$ cat src/rtl/rom_load_arbiter_pkg.sv
// Shared types and constants for the ROM load arbiter: FSM encoding, FIFO entry layout
// and the cartridge header size.
package rom_load_pkg;

    typedef logic [1:0] state_t;

    localparam state_t IDLE    = 2'd0;
    localparam state_t ISSUE_W = 2'd1;
    localparam state_t ISSUE_R = 2'd2;
    localparam state_t WAIT    = 2'd3;

    localparam int unsigned HEADER_BYTES = 512;

    typedef struct packed {
        logic [20:0] addr;
        logic [15:0] data;
    } rom_word_t;

endpackage

$ cat src/rtl/rom_load_arbiter_if.sv
// ROM port between the load arbiter (master) and the SDRAM controller (slave),
// using a toggle request/acknowledge handshake.
interface rom_load_arbiter_if;

    logic [20:0] rom_addr;
    logic [15:0] rom_din;
    logic        rom_we;
    logic        rom_req;
    logic        rom_req_ack;
    logic [15:0] rom_dout;

    modport master (
        output rom_addr,
        output rom_din,
        output rom_we,
        output rom_req,
        input  rom_req_ack,
        input  rom_dout
    );

    modport slave (
        input  rom_addr,
        input  rom_din,
        input  rom_we,
        input  rom_req,
        output rom_req_ack,
        output rom_dout
    );

endinterface

$ cat src/rtl/rom_load_arbiter_word_fifo.sv
// Synchronous word FIFO with occupancy count. Pushes while full and pops while empty are
// ignored; the caller is expected to flag the former.
module rom_word_fifo
    import rom_load_pkg::*;
#(
    parameter int unsigned DEPTH = 4
) (
    input  logic                     clk,
    input  logic                     reset,
    input  logic                     push,
    input  rom_word_t                wdata,
    input  logic                     pop,
    output rom_word_t                rdata,
    output logic [$clog2(DEPTH):0]   count,
    output logic                     full,
    output logic                     empty
);

    localparam int unsigned AW = $clog2(DEPTH);

    rom_word_t         mem_q [DEPTH];
    logic [AW-1:0]     wr_ptr_q;
    logic [AW-1:0]     rd_ptr_q;
    logic [AW:0]       count_q;
    logic              do_push;
    logic              do_pop;

    assign full    = (count_q == (AW + 1)'(DEPTH));
    assign empty   = (count_q == '0);
    assign do_push = push && !full;
    assign do_pop  = pop && !empty;
    assign rdata   = mem_q[rd_ptr_q];
    assign count   = count_q;

    always_ff @(posedge clk) begin
        if (reset) begin
            wr_ptr_q <= '0;
            rd_ptr_q <= '0;
            count_q  <= '0;
        end else begin
            if (do_push) wr_ptr_q <= wr_ptr_q + AW'(1);
            if (do_pop)  rd_ptr_q <= rd_ptr_q + AW'(1);
            case ({do_push, do_pop})
                2'b10:   count_q <= count_q + (AW + 1)'(1);
                2'b01:   count_q <= count_q - (AW + 1)'(1);
                default: count_q <= count_q;
            endcase
        end
    end

    always_ff @(posedge clk) begin
        if (do_push) mem_q[wr_ptr_q] <= wdata;
    end

endmodule

$ cat src/rtl/rom_load_arbiter.sv
// Packs the ioctl download byte stream into SDRAM ROM words and serves CPU ROM reads over the
// same toggle-handshake port. Optional ROM_HEADER_SKIP_EN drops a 512-byte file header.
module rom_load_arbiter
    import rom_load_pkg::*;
#(
    parameter int unsigned FIFO_DEPTH = 4,
    parameter logic [7:0]  PAD_BYTE   = 8'hFF
) (
    input  logic                 clk,
    input  logic                 reset,
    input  logic                 ioctl_download,
    input  logic                 ioctl_wr,
    input  logic [21:0]          ioctl_addr,
    input  logic [7:0]           ioctl_dout,
    output logic                 ioctl_wait,
    input  logic                 cpu_rd,
    input  logic [20:0]          cpu_addr,
    output logic [15:0]          cpu_dout,
    output logic                 cpu_rdy,
    rom_load_arbiter_if.master   rom,
    output logic [21:0]          rom_size
);

    localparam int unsigned CW = $clog2(FIFO_DEPTH) + 1;

    // Download tracking
    logic        dl_q;
    logic        dl_rise;
    logic        dl_fall;
    logic [7:0]  low_q,       low_d;
    logic        low_valid_q, low_valid_d;
    logic [20:0] low_waddr_q, low_waddr_d;
    logic [21:0] end_q,       end_d;
    logic [21:0] size_q,      size_d;
    logic        overflow_q;

    logic        byte_keep;
    logic [21:0] eff_addr;
    logic        wr_ok;

    // FIFO
    logic        fifo_push;
    rom_word_t   fifo_wdata;
    logic        fifo_pop;
    rom_word_t   fifo_head;
    logic [CW-1:0] fifo_count;
    logic        fifo_full;
    logic        fifo_empty;

    // SDRAM side
    state_t      state_q,    state_d;
    logic [20:0] addr_q,     addr_d;
    logic [15:0] din_q,      din_d;
    logic        we_q,       we_d;
    logic        req_q,      req_d;
    logic [15:0] cpu_dout_q, cpu_dout_d;
    logic        rdy_q,      rdy_d;
    logic        rd_pend_q,  rd_pend_d;
    logic [20:0] rd_addr_q,  rd_addr_d;

    assign dl_rise = ioctl_download && !dl_q;
    assign dl_fall = !ioctl_download && dl_q;

`ifdef ROM_HEADER_SKIP_EN
    // Header bytes are discarded and the payload rebased to address 0.
    assign byte_keep = (ioctl_addr >= 22'(HEADER_BYTES));
    assign eff_addr  = ioctl_addr - 22'(HEADER_BYTES);
`else
    assign byte_keep = 1'b1;
    assign eff_addr  = ioctl_addr;
`endif

    assign wr_ok = ioctl_download && ioctl_wr && byte_keep;

    always_comb begin
        low_d       = low_q;
        low_valid_d = low_valid_q;
        low_waddr_d = low_waddr_q;
        end_d       = end_q;
        size_d      = size_q;
        fifo_push   = 1'b0;
        fifo_wdata  = '0;

        if (dl_rise) begin
            low_valid_d = 1'b0;
            end_d       = '0;
        end

        if (wr_ok) begin
            if (!eff_addr[0]) begin
                low_d       = ioctl_dout;
                low_valid_d = 1'b1;
                low_waddr_d = eff_addr[21:1];
            end else begin
                fifo_push       = 1'b1;
                fifo_wdata.addr = eff_addr[21:1];
                // Only pair with a latched low byte belonging to the same word.
                if (low_valid_q && !dl_rise && (low_waddr_q == eff_addr[21:1])) begin
                    fifo_wdata.data = {ioctl_dout, low_q};
                end else begin
                    fifo_wdata.data = {ioctl_dout, PAD_BYTE};
                end
                low_valid_d = 1'b0;
            end
            if ((eff_addr + 22'd1) > end_d) end_d = eff_addr + 22'd1;
        end

        if (dl_fall) begin
            if (low_valid_q) begin
                fifo_push       = 1'b1;
                fifo_wdata.addr = low_waddr_q;
                fifo_wdata.data = {PAD_BYTE, low_q};
            end
            low_valid_d = 1'b0;
            size_d      = end_q;
        end
    end

    rom_word_fifo #(
        .DEPTH (FIFO_DEPTH)
    ) u_fifo (
        .clk   (clk),
        .reset (reset),
        .push  (fifo_push),
        .wdata (fifo_wdata),
        .pop   (fifo_pop),
        .rdata (fifo_head),
        .count (fifo_count),
        .full  (fifo_full),
        .empty (fifo_empty)
    );

    // Leaves room for one more in-flight byte pair after the downloader sees the stall.
    assign ioctl_wait = (fifo_count >= CW'(FIFO_DEPTH - 1));

    always_comb begin
        state_d    = state_q;
        fifo_pop   = 1'b0;
        addr_d     = addr_q;
        din_d      = din_q;
        we_d       = we_q;
        req_d      = req_q;
        cpu_dout_d = cpu_dout_q;
        rdy_d      = 1'b0;
        rd_pend_d  = rd_pend_q;
        rd_addr_d  = rd_addr_q;

        if (cpu_rd && !rd_pend_q) begin
            rd_pend_d = 1'b1;
            rd_addr_d = cpu_addr;
        end

        unique case (state_q)
            IDLE: begin
                if (!fifo_empty) begin
                    state_d = ISSUE_W;
                end else if (rd_pend_q && !ioctl_download) begin
                    state_d = ISSUE_R;
                end
            end
            ISSUE_W: begin
                fifo_pop = 1'b1;
                addr_d   = fifo_head.addr;
                din_d    = fifo_head.data;
                we_d     = 1'b1;
                req_d    = ~req_q;
                state_d  = WAIT;
            end
            ISSUE_R: begin
                addr_d  = rd_addr_q;
                we_d    = 1'b0;
                req_d   = ~req_q;
                state_d = WAIT;
            end
            WAIT: begin
                if (rom.rom_req_ack == req_q) begin
                    if (!we_q) begin
                        cpu_dout_d = rom.rom_dout;
                        rdy_d      = 1'b1;
                        rd_pend_d  = 1'b0;
                    end
                    state_d = IDLE;
                end
            end
            default: state_d = IDLE;
        endcase
    end

    always_ff @(posedge clk) begin
        if (reset) begin
            dl_q        <= 1'b0;
            low_q       <= '0;
            low_valid_q <= 1'b0;
            low_waddr_q <= '0;
            end_q       <= '0;
            size_q      <= '0;
            overflow_q  <= 1'b0;
            state_q     <= IDLE;
            addr_q      <= '0;
            din_q       <= '0;
            we_q        <= 1'b0;
            req_q       <= 1'b0;
            cpu_dout_q  <= '0;
            rdy_q       <= 1'b0;
            rd_pend_q   <= 1'b0;
            rd_addr_q   <= '0;
        end else begin
            dl_q        <= ioctl_download;
            low_q       <= low_d;
            low_valid_q <= low_valid_d;
            low_waddr_q <= low_waddr_d;
            end_q       <= end_d;
            size_q      <= size_d;
            overflow_q  <= overflow_q | (fifo_push & fifo_full);
            state_q     <= state_d;
            addr_q      <= addr_d;
            din_q       <= din_d;
            we_q        <= we_d;
            req_q       <= req_d;
            cpu_dout_q  <= cpu_dout_d;
            rdy_q       <= rdy_d;
            rd_pend_q   <= rd_pend_d;
            rd_addr_q   <= rd_addr_d;
        end
    end

    assign rom.rom_addr = addr_q;
    assign rom.rom_din  = din_q;
    assign rom.rom_we   = we_q;
    assign rom.rom_req  = req_q;
    assign cpu_dout     = cpu_dout_q;
    assign cpu_rdy      = rdy_q;
    assign rom_size     = size_q;

endmodule

$ cat src/flat_wrapper.sv
// flat-port wrapper written by rule: the top's interface ports become plain ports
module rom_load_arbiter_flat import rom_load_pkg::*;
#(
    parameter int unsigned FIFO_DEPTH = 4,
    parameter logic [7:0]  PAD_BYTE   = 8'hFF
)
  (clk, reset, ioctl_download, ioctl_wr, ioctl_addr, ioctl_dout, ioctl_wait, cpu_rd, cpu_addr, cpu_dout, cpu_rdy, rom_size, rom_rom_addr, rom_rom_din, rom_rom_we, rom_rom_req, rom_rom_req_ack, rom_rom_dout);
  rom_load_arbiter_if rom_i ();
  input  logic clk;
  input  logic reset;
  input  logic ioctl_download;
  input  logic ioctl_wr;
  input  logic [21:0] ioctl_addr;
  input  logic [7:0] ioctl_dout;
  output logic ioctl_wait;
  input  logic cpu_rd;
  input  logic [20:0] cpu_addr;
  output logic [15:0] cpu_dout;
  output logic cpu_rdy;
  output logic [21:0] rom_size;
  output wire logic [$bits(rom_i.rom_addr)-1:0] rom_rom_addr;
  output wire logic [$bits(rom_i.rom_din)-1:0] rom_rom_din;
  output wire logic [$bits(rom_i.rom_we)-1:0] rom_rom_we;
  output wire logic [$bits(rom_i.rom_req)-1:0] rom_rom_req;
  input wire logic [$bits(rom_i.rom_req_ack)-1:0] rom_rom_req_ack;
  input wire logic [$bits(rom_i.rom_dout)-1:0] rom_rom_dout;
  assign rom_rom_addr = rom_i.rom_addr;
  assign rom_rom_din = rom_i.rom_din;
  assign rom_rom_we = rom_i.rom_we;
  assign rom_rom_req = rom_i.rom_req;
  assign rom_i.rom_req_ack = rom_rom_req_ack;
  assign rom_i.rom_dout = rom_rom_dout;
  rom_load_arbiter #(.FIFO_DEPTH(FIFO_DEPTH), .PAD_BYTE(PAD_BYTE)) u_core (.clk(clk), .reset(reset), .ioctl_download(ioctl_download), .ioctl_wr(ioctl_wr), .ioctl_addr(ioctl_addr), .ioctl_dout(ioctl_dout), .ioctl_wait(ioctl_wait), .cpu_rd(cpu_rd), .cpu_addr(cpu_addr), .cpu_dout(cpu_dout), .cpu_rdy(cpu_rdy), .rom(rom_i), .rom_size(rom_size));
endmodule
$ cat config.mk
export PLATFORM = sky130hd
export DESIGN_NAME = rom_load_arbiter_flat
export DESIGN_NICKNAME = d
export VERILOG_FILES = /design/src/rtl/rom_load_arbiter_pkg.sv /design/src/rtl/rom_load_arbiter_if.sv /design/src/rtl/rom_load_arbiter_word_fifo.sv /design/src/rtl/rom_load_arbiter.sv /design/src/flat_wrapper.sv
export SDC_FILE = /design/constraint.sdc
export NUM_CORES = 1
export LEC_CHECK = 0
export BUFFER_PORTS_ARGS = -buffer_cell sky130_fd_sc_hd__buf_4
export CAP_MARGIN = 25
export CORE_MARGIN = 5
export CORE_UTILIZATION = 50
export CTS_CLUSTER_DIAMETER = 200
export DETAILED_ROUTE_END_ITERATION = 10
export PLACE_DENSITY = 0.7
export SKIP_LAST_GASP = 1
export SYNTH_ARGS = -nofsm -noshare
export SYNTH_HDL_FRONTEND = slang
export SYNTH_HIERARCHICAL = 1
export SYNTH_SLANG_ARGS = --single-unit
$ cat constraint.sdc
create_clock -name clk -period 4.8 [get_ports clk]
set_clock_uncertainty 0.05 [all_clocks]
set_input_delay 0.96 -clock clk [delete_from_list [all_inputs] [get_ports clk]]
set_output_delay 0.96 -clock clk [all_outputs]
set_load 0.05 [all_outputs]
==> results of run 1 <==
==> per-layer routing <==
metal  routed length, um  global-route usage, %  up-vias  share of wire, %
met5                   0                      0        -                 0
met4                 455                   4.36        0               1.5
met3                1900                   4.65       45               6.5
met2               13600                   30.0      239                46
met1               13400                   27.4     4305                46
li1                    -                      -     4298                 -
==> worst max-delay path: cells and delay by family <==
family	cells	cell delay, ns
adders and majority gates	2	0.54
AOI/OAI and AO/OA	4	1.08
and+or+nand+nor	4	0.92
xor gates and xnor gates	1	0.15
buffers and inverters	2	0.44
==> metrics by stage <==
| stage | power, mW | util [%] | cells | setup WS (ns) | hold WS, ns |
|---|---|---|---|---|---|
| final | 7.17 | 60.1 | 1611 | 1.03 | 0.401 |
| after global routing | 7.51 | 60.1 | 1610 | 0.777 | 0.422 |
| after CTS | 7.25 | 60.1 | 1610 | 1.08 | 0.401 |
| after detailed placement | 4.79 | 56.0 | 1548 | 0.548 | 0.392 |
| after global placement | 4.77 | 56.0 | 1548 | 0.650 | 0.389 |
| after floorplan | 4.33 | - | 1125 | 0.956 | 0.377 |
==> layout make-up <==
cell class                 instances  area share (%)
inverter                          14           0.336
tap                              335            2.68
sequential                       312            49.4
clock inverter                     9           0.576
multi-input combinational        715            32.4
antenna                            1          0.0160
timing repair buffer             172            8.41
clock buffer                      53            6.16
==> layout by cell type (no fill, tap or decap), types with 3 or more instances in the layout <==
cell type / instances
sky130_fd_sc_hd__nand3_1: 10
sky130_fd_sc_hd__clkbuf_1: 14
sky130_fd_sc_hd__and4_1: 8
sky130_fd_sc_hd__mux2i_1: 56
sky130_fd_sc_hd__o21ai_0: 19
sky130_fd_sc_hd__a21oi_1: 86
sky130_fd_sc_hd__buf_4: 170
sky130_fd_sc_hd__or4b_1: 4
sky130_fd_sc_hd__clkbuf_8: 4
sky130_fd_sc_hd__clkbuf_16: 34
sky130_fd_sc_hd__o31ai_1: 8
sky130_fd_sc_hd__o311a_1: 13
sky130_fd_sc_hd__or3_1: 3
sky130_fd_sc_hd__inv_6: 3
sky130_fd_sc_hd__nor2b_1: 5
sky130_fd_sc_hd__xnor2_1: 30
sky130_fd_sc_hd__and3_1: 3
sky130_fd_sc_hd__and2_1: 7
sky130_fd_sc_hd__nand2_1: 187
sky130_fd_sc_hd__dfxtp_1: 163
sky130_fd_sc_hd__inv_1: 14
sky130_fd_sc_hd__mux4_2: 31
sky130_fd_sc_hd__ha_1: 33
sky130_fd_sc_hd__nand4_1: 9
sky130_fd_sc_hd__edfxtp_1: 148
sky130_fd_sc_hd__a21o_1: 9
sky130_fd_sc_hd__nand2b_1: 6
sky130_fd_sc_hd__nor2_1: 93
sky130_fd_sc_hd__nor3_1: 5
sky130_fd_sc_hd__xor2_1: 14
sky130_fd_sc_hd__a22o_1: 19
sky130_fd_sc_hd__mux4_1: 6
sky130_fd_sc_hd__a211oi_1: 24
==> worst max path at each step <==
stage	slack [ns]	cells past startpoint	end
2_1_floorplan	0.96	10	u_core/u_fifo/mem_q[0][0]
3_3_place_gp	0.65	13	u_core/end_q[4]
3_5_place_dp	0.55	13	u_core/end_q[4]
4_1_cts	1.08	13	u_core/end_q[4]
5_1_grt	0.78	13	u_core/end_q[5]
6_report	1.03	13	u_core/end_q[8]
==> logic make-up (layout without fill, tap and decap cells) <==
kind of cell / Yosys count / in the layout / synth area share (%)
and+or+nand+nor: 350 / 350 / 11.8
DFF: 312 / 312 / 58.3
AOI/OAI and AO/OA: 192 / 192 / 9.42
buffers and inverters: 98 / 248 / 3.37
muxes: 93 / 93 / 10.7
xor gates and xnor gates: 46 / 46 / 3.16
adders and majority gates: 34 / 34 / 3.27
other: 0 / 1 / 0
==> state kept, by name, summed over array words and instances (netlist names), 2 cells and up, named ones only <==
name                    flops
u_core/u_fifo/mem_q       148
u_core/end_q               22
u_core/rom_size            22
u_core/low_waddr_q         21
u_core/rd_addr_q           21
u_core/rom.rom_addr        21
u_core/cpu_dout            16
u_core/rom.rom_din         16
u_core/low_q                8
u_core/u_fifo/count         3
u_core/state_q              2
u_core/u_fifo/rd_ptr_q      2
u_core/u_fifo/wr_ptr_q      2
==> power breakdown <==
group | internal, mW | total (mW) | leakage, nW | switching, mW
clock network | 1.44 | 2.44 | 0.514 | 1.00
registers | 2.98 | 3.09 | 2.67 | 0.114
logic | 0.565 | 1.64 | 2.56 | 1.07
==> results by stage, run 1 <==
Route:
- The first-pass iteration count of the detailed router is 5.
- The count of antenna-violating nets left after detailed routing is 0.
- The detailed router placed between 8k and 9k vias in this run.
- The number of design-rule violations left by the first detailed-router iteration is about 740.
- In the routed design, unresolved DRC markers number 0.
- Using the TritonRoute via totals, the vias-per-cell ratio works out to 5.52.
- The detailed-route wire length is between 20000 and 30000 um.
- The routed length per instance is about 18 um.

Flow run:
- The max-cap violation count is 0.

Cells and area:
- The area of combinational cells with multiple inputs is around 5100 um^2.
- The proportion of layout cells with a drive suffix above 1 is 20.5%.
- The area overhead of the layout relative to synthesis is 18.2%.
- The final layout contains roughly 1.4k nets.
- Summing all non-filler instances in the final layout gives an area of 15700 um^2.
- The register area is about 7700 um^2.
- The layout has ~2.1k filler cells.

Synthesis:
- The synthesized design contains between 300 and 400 register bits.
- The most frequent cell after synthesis is sky130_fd_sc_hd__nand2_1.
- The number of enable-type register cells in the synthesized netlist is around 150.
- The number of warnings issued by yosys is 6.
- The per-instance average area after synthesis is roughly 12 um^2.
- The async set-reset flop share out of synthesis is 0%.
- Yosys attributes the largest share of cell area to sky130_fd_sc_hd__edfxtp_1, sky130_fd_sc_hd__dfxtp_1, sky130_fd_sc_hd__nand2_1.
- Summing every instance area after synthesis gives about 13000 um^2.
- After synthesis, flip-flops and latches occupy 58.3% of the total area.
- For this run, the leading register cell type out of synthesis is sky130_fd_sc_hd__dfxtp_1.
- The synthesized design devotes to its leading area cell type 33.6% of total area.
- Counting every net in the synthesized netlist gives 1232.
- After synthesis, the most frequently instantiated cells are sky130_fd_sc_hd__nand2_1, sky130_fd_sc_hd__dfxtp_1, sky130_fd_sc_hd__edfxtp_1.
- The unique cell type count in the Yosys netlist is 55.
- Summed over all instances, the cell type with the most area after synthesis is sky130_fd_sc_hd__edfxtp_1.
- The synthesized instance count is 1125.

Clocking:
- The number of post-CTS setup repair buffers is 0.
- In this run the number of H-tree levels came out at 2.
- The CTS tree is done.
- The cell sitting at the root of the clock tree is a sky130_fd_sc_hd__clkbuf_16.
- TritonCTS created 34 clock buffers.
- The number of cells upsized or downsized after cts is 0.
- Hold repair after CTS inserted 0 buffers.
- The source-to-sink clock delay at the later pin of the worst-skew pair is 0.51 ns.
- The clock net in this run drives a total of around 310 sinks.
- Clock-pin slew was measured on the worst setup and hold paths at ~0.060 ns.
- The buffer depth of the longest clock path is 3.

Outcome:
- The flow ran to the end, and the final reports show no timing, DRC or antenna violations.

Critical path:
- By startpoint and endpoint, the worst setup path is classified as input port to flip-flop.
- The capture instance of the worst register-to-register path is u_core/u_fifo/count[2].
- In this run the worst path has a maximum fanout of 20.
- The largest single stage delay on the critical path is about 0.55 ns.
- The worst-case register-to-register setup slack is approximately 1.6 ns.
- Measured in cells, the most critical reg-to-reg path has a length of 14.
- STA classifies the critical path endpoint as a flip-flop.
- At the worst endpoint, the required time is roughly 5.1 ns.
- The startpoint of the lowest-slack register-to-register path is u_core/dl_q.
- Walking the worst path, the cells encountered are buf_4 > ha_1 > nand4_1 > nor4_4 > nand4_2 > xnor2_2 > ha_1 > and4_1 > a221oi_1 > o211a_1 > buf_4 > o21ai_0 > o311a_1.
- The largest individual stage delay along the critical path comes from the cell sky130_fd_sc_hd__o211a_1.
- The arrival time at the worst endpoint is between 4 and 5 ns.
- The critical path startpoint category is an input port.
- The most critical setup path has its startpoint at ioctl_addr[0].

Floorplan:
- Row generation in the floorplan step produced 59 rows.
- The initial standard-cell utilization of the core is ~51%.
- From left edge to right edge, the die measures between 150 and 200 um.
- In this run the vertical extent of the chip is between 150 and 200 um.
- During I/O placement, the number of pins put on the boundary was 152.
- The floorplan step defined a core boundary enclosing 26100 um^2.
- The floorplan die area is around 30000 um^2.

STA:
- The clock period minus worst slack is 3.77 ns.
- Measured against its own limit, the worst slew margin works out to between 30 and 40%.
- Setup repair after global routing left no endpoint under its margin.
- The number of setup violations in the final report is 0.
- The count of final hold-check violations is 0.
- Of the available clock period, the critical path in the final layout requires 78.5%.
- The final count of pins violating max slew is 0.
- Summed over all failing endpoints, the final setup total negative slack is 0 ns.
- The maximum clock rate is around 270 MHz.
- The slew at the pin closest to its max-slew limit is 0.916 ns.

Hold path:
- The start point of the worst min-delay path is u_core/end_q[0].
- The number of stages on the worst hold path is 2.
- The worst-case hold path end point is u_core/rom_size[0].
- The path class of the lowest-slack min-delay path is flip-flop to flip-flop.

Place:
- The sum of net half-perimeters after detailed placement is 19700 um.
- The count of buffers added on input and output ports is ~150.
- Summing all placed instances gives a cell area of between 10000 and 15000 um^2.
- The global placement routability congestion is roughly 0.86.

GRT:
- The number of global-route vias before repair was a little under 9k.
- Entering global routing, the biggest net connects 79 pins.
- The initial antenna violation count is 0.
- Across every metal layer, demand over resource in global routing totals between 10% and 20%.
- The total global routing overflow is 0.
- The first-pass GRT wire length is 47500 um.

Pwr:
- The ratio of total power to cell area is roughly 460 nW/um^2.
- For this design the static power due to leakage is 5.74 nW.
- The worst-case vdd ir drop is approximately 360 uV.
Power figures use the tool's default switching activity.
==> run 2, diff against run 1 <==
PLACE_DENSITY = 0.73   (was 0.7)
clock period = 3.4 ns   (was 4.8 ns; I/O delays follow)
==> run 2 against run 1 <==
Net effect: worst hold slack worse by 0.042 ns; first-iteration DRC count up 3.2%; clock-buffer cell count down 2; register-to-register slack worse by 0.92 ns; critical path depth increased by 1; largest power group unchanged.
==> results by stage, run 2 (synthesis results as in run 1) <==
Route:
- The routed length per instance was 18.4 um (was 18.2 um).
- The first-pass iteration count of the detailed router is 5 (unchanged).
- The remaining design rule violation count is 0 (unchanged).
- The number of design-rule violations left by the first detailed-router iteration came to 763 (was 739).
- The count of antenna-violating nets left after detailed routing was 0 (unchanged).
- The average via count per standard cell came to 5.52 (about the same).
- The detailed-route wire length was 30400 um (was 29400 um).
- The via count of the routed design is 9123 (was 8887).

GRT:
- The initial antenna violation count is 0 (unchanged).
- The total global routing overflow came to 0 (unchanged).
- The overall track demand over capacity in global routing is 19.7% (was 19.2%).
- The first-pass GRT wire length was 48900 um (was 47500 um).
- The pin count of the biggest net entering global routing is 87 (was 79).
- The number of global-route vias before repair is 9184 (was 8757).

Critical path:
- The worst-case register-to-register setup slack is 0.68 ns (was 1.60 ns).
- The startpoint of the lowest-slack register-to-register path is u_core/dl_q (unchanged).
- The capture instance of the worst register-to-register path was u_core/end_q[16] (was u_core/u_fifo/count[2]).
- The arrival time at the worst endpoint is 3.45 ns (was 4.11 ns).
- The critical path startpoint category was an input port (unchanged).
- The largest fanout on the critical path was 5 (was 20).
- The type of the setup path with the least slack is input port to flip-flop (unchanged).
- The number of cells on the worst reg-to-reg path is 11 (was 14).
- The endpoint type of the worst setup path is a flip-flop (unchanged).
- The required time at the worst-slack endpoint was 3.77 ns (was 5.14 ns).

Clocking:
- The number of clock sinks seen by CTS is 312 (unchanged).
- The buffer depth of the longest clock path is 3 (unchanged).
- The clock buffer count from CTS was 34 (unchanged).
- The number of buffers inserted for hold repair after clock tree synthesis is 0 (unchanged).
- The clock edge transition at the registers on the reported setup and hold paths is 0.06 ns (about the same).
- The clock tree root driver cell is sky130_fd_sc_hd__clkbuf_16 (unchanged).
- The CTS tree is done (unchanged).
- The number of cells upsized or downsized after cts was 0 (unchanged).
- The source-to-sink clock delay at the later pin of the worst-skew pair came to 0.52 ns (was 0.51 ns).
- The number of post-CTS setup repair buffers is 0 (unchanged).
- The maximum level of the CTS H-tree is 2 (unchanged).

Place:
- The number of buffers inserted by port buffering came to 151 (unchanged).
- The sum of net half-perimeters after detailed placement was 20600 um (was 19700 um).
- The global placement routability congestion was 0.873 (was 0.855).

Cells and area:
- The final core area utilization was 61.7% (was 60.1%).
- The flip-flop count of the largest register, all copies and words added was 148 (unchanged).
- The proportion of layout cells with a drive suffix above 1 is 24.0% (was 20.5%).
- Most frequent cells in the layout: sky130_fd_sc_hd__buf_4, sky130_fd_sc_hd__nand2_1, sky130_fd_sc_hd__dfxtp_1 (was sky130_fd_sc_hd__nand2_1, sky130_fd_sc_hd__buf_4, sky130_fd_sc_hd__dfxtp_1).
- The top register by number of flip-flops is u_core/u_fifo/mem_q (unchanged).
- The area overhead of the layout relative to synthesis is 21.5% (was 18.2%).
- The count of antenna diodes in the layout came to 0 (was 1).
- The fill cell instance count of the final layout was 2034 (was 2127).
- The commonest non-fill, non-tap cell in the layout was sky130_fd_sc_hd__buf_4 (was sky130_fd_sc_hd__nand2_1).
- The final net count is 1400 (was 1356).

Flow run:
- The max-cap violation count is 0 (unchanged).

Outcome:
- Outcome: completed (unchanged).

STA:
- The final count of pins violating max slew is 0 (unchanged).
- Unrepaired setup endpoints after global routing: false (unchanged).
- The clock period minus worst slack is between 3 and 4 ns.
- The number of setup violations in the final report is 0 (unchanged).
- In the finished design, the share of the clock period the worst path needs comes to around nine tenths.
- The count of final hold-check violations is 0 (unchanged).
- The slew at the pin closest to its max-slew limit is 1.04 ns (was 0.916 ns).
- Derived from the worst setup path, the maximum achievable clock frequency is around 320 MHz.
- The tightest slew margin relative to the limit is 30.6% (was 38.9%).
- The final-layout setup total negative slack is 0 ns (unchanged).

Pwr:
- The ratio of total power to cell area is 642 nW/um^2 (was 458 nW/um^2).
- The leakage component of the power came to 6.00 nW (was 5.74 nW).
- The worst-case vdd ir drop is 743 uV (was 357 uV).

Floorplan:
- The die span in y is 173 um (unchanged).
- The floorplan die area is 29800 um^2 (unchanged).
- The row count came to 59 (unchanged).
- The initial standard-cell utilization of the core is 50.8% (unchanged).
- The number of I/O pins is 152 (unchanged).
- The die boundary width is 173 um (unchanged).
- The standard cell core area is 26100 um^2 (unchanged).

Hold path:
- The path class of the lowest-slack min-delay path was input port to flip-flop (was flip-flop to flip-flop).
- The worst-case hold path end point is u_core/rd_addr_q[6] (was u_core/rom_size[0]).
- The number of stages on the worst hold path is 3 (was 2).
- The start point of the worst min-delay path was cpu_addr[6] (was u_core/end_q[0]).
==> run 2: cell count changes in the layout (fill, tap and decap cells not counted), moves of 2 or more <==
cell | previous run | this run
sky130_fd_sc_hd__buf_12 | 2 | 6
sky130_fd_sc_hd__clkbuf_1 | 14 | 9
sky130_fd_sc_hd__buf_4 | 170 | 210
sky130_fd_sc_hd__clkbuf_8 | 4 | 7
sky130_fd_sc_hd__and2_1 | 7 | 3
sky130_fd_sc_hd__and2_2 | 0 | 4
sky130_fd_sc_hd__clkinv_2 | 2 | 4
==> run 2: how the worst max path moves through the flow <==
stage	start	to	slack, ns	cells after the start
6_report	ioctl_addr[0]	u_core/end_q[16]	0.32	14
4_1_cts	ioctl_addr[0]	u_core/end_q[16]	0.36	14
3_3_place_gp	ioctl_addr[0]	u_core/end_q[16]	-0.10	14
5_1_grt	ioctl_addr[1]	u_core/end_q[10]	0.17	15
2_1_floorplan	ioctl_addr[10]	u_core/end_q[13]	0.01	13
3_5_place_dp	ioctl_addr[0]	u_core/end_q[16]	-0.19	14
==> run 2: routing by layer <==
layer  vias up  global-route usage, %  part of all wire (%)
met5         -                      0                     0
met4         0                   4.42                   1.5
met3        40                   4.24                   7.3
met2       309                   32.2                    47
met1      4382                   27.4                    45
li1       4392                      -                     -
==> run 2: layout make-up <==
cell class | instances | area (um^2) | share of cell area [%]
Clock buffer | 51 | 1010 | 6.25
Tap cell | 335 | 419 | 2.60
Timing Repair Buffer | 216 | 1700 | 10.5
Multi-Input combinational cell | 715 | 5080 | 31.6
Clock inverter | 11 | 104 | 0.645
Inverter | 14 | 52.6 | 0.327
Sequential cell | 312 | 7730 | 48.0
==> run 2: worst max-delay path, stage by stage <==
cell and delay, ns:
sky130_fd_sc_hd__buf_4 0.10, sky130_fd_sc_hd__ha_1 0.16, sky130_fd_sc_hd__nand4_1 0.19, sky130_fd_sc_hd__nor4_4 0.29
sky130_fd_sc_hd__nand4_2 0.17, sky130_fd_sc_hd__xnor2_2 0.16, sky130_fd_sc_hd__ha_1 0.29, sky130_fd_sc_hd__and4_1 0.24
sky130_fd_sc_hd__and4_1 0.22, sky130_fd_sc_hd__o31ai_1 0.08, sky130_fd_sc_hd__o211a_1 0.17, sky130_fd_sc_hd__buf_4 0.17
sky130_fd_sc_hd__or4b_1 0.47, sky130_fd_sc_hd__o31ai_1 0.08
==> run 2: through the flow <==
step | setup WS, ns | cells | total power [mW] | hold slack [ns] | instance area (um^2)
after floorplan | 0.0124 | 1125 | 6.12 | 0.377 | 13300
after global placement | -0.103 | 1589 | 6.77 | 0.391 | 14900
after detailed placement | -0.193 | 1589 | 6.82 | 0.398 | 14900
after CTS | 0.358 | 1651 | 10.4 | 0.346 | 16000
after global routing | 0.173 | 1654 | 10.8 | 0.363 | 16100
final | 0.319 | 1654 | 10.3 | 0.359 | 16100
==> run 2: power breakdown <==
| part | leakage, nW | total [mW] | internal (mW) | switching [mW] |
|---|---|---|---|---|
| registers | 2.67 | 4.37 | 4.20 | 0.167 |
| logic | 2.78 | 2.37 | 0.843 | 1.53 |
| clock network | 0.544 | 3.59 | 2.14 | 1.45 |
| total | 6.00 | 10.3 | 7.18 | 3.14 |
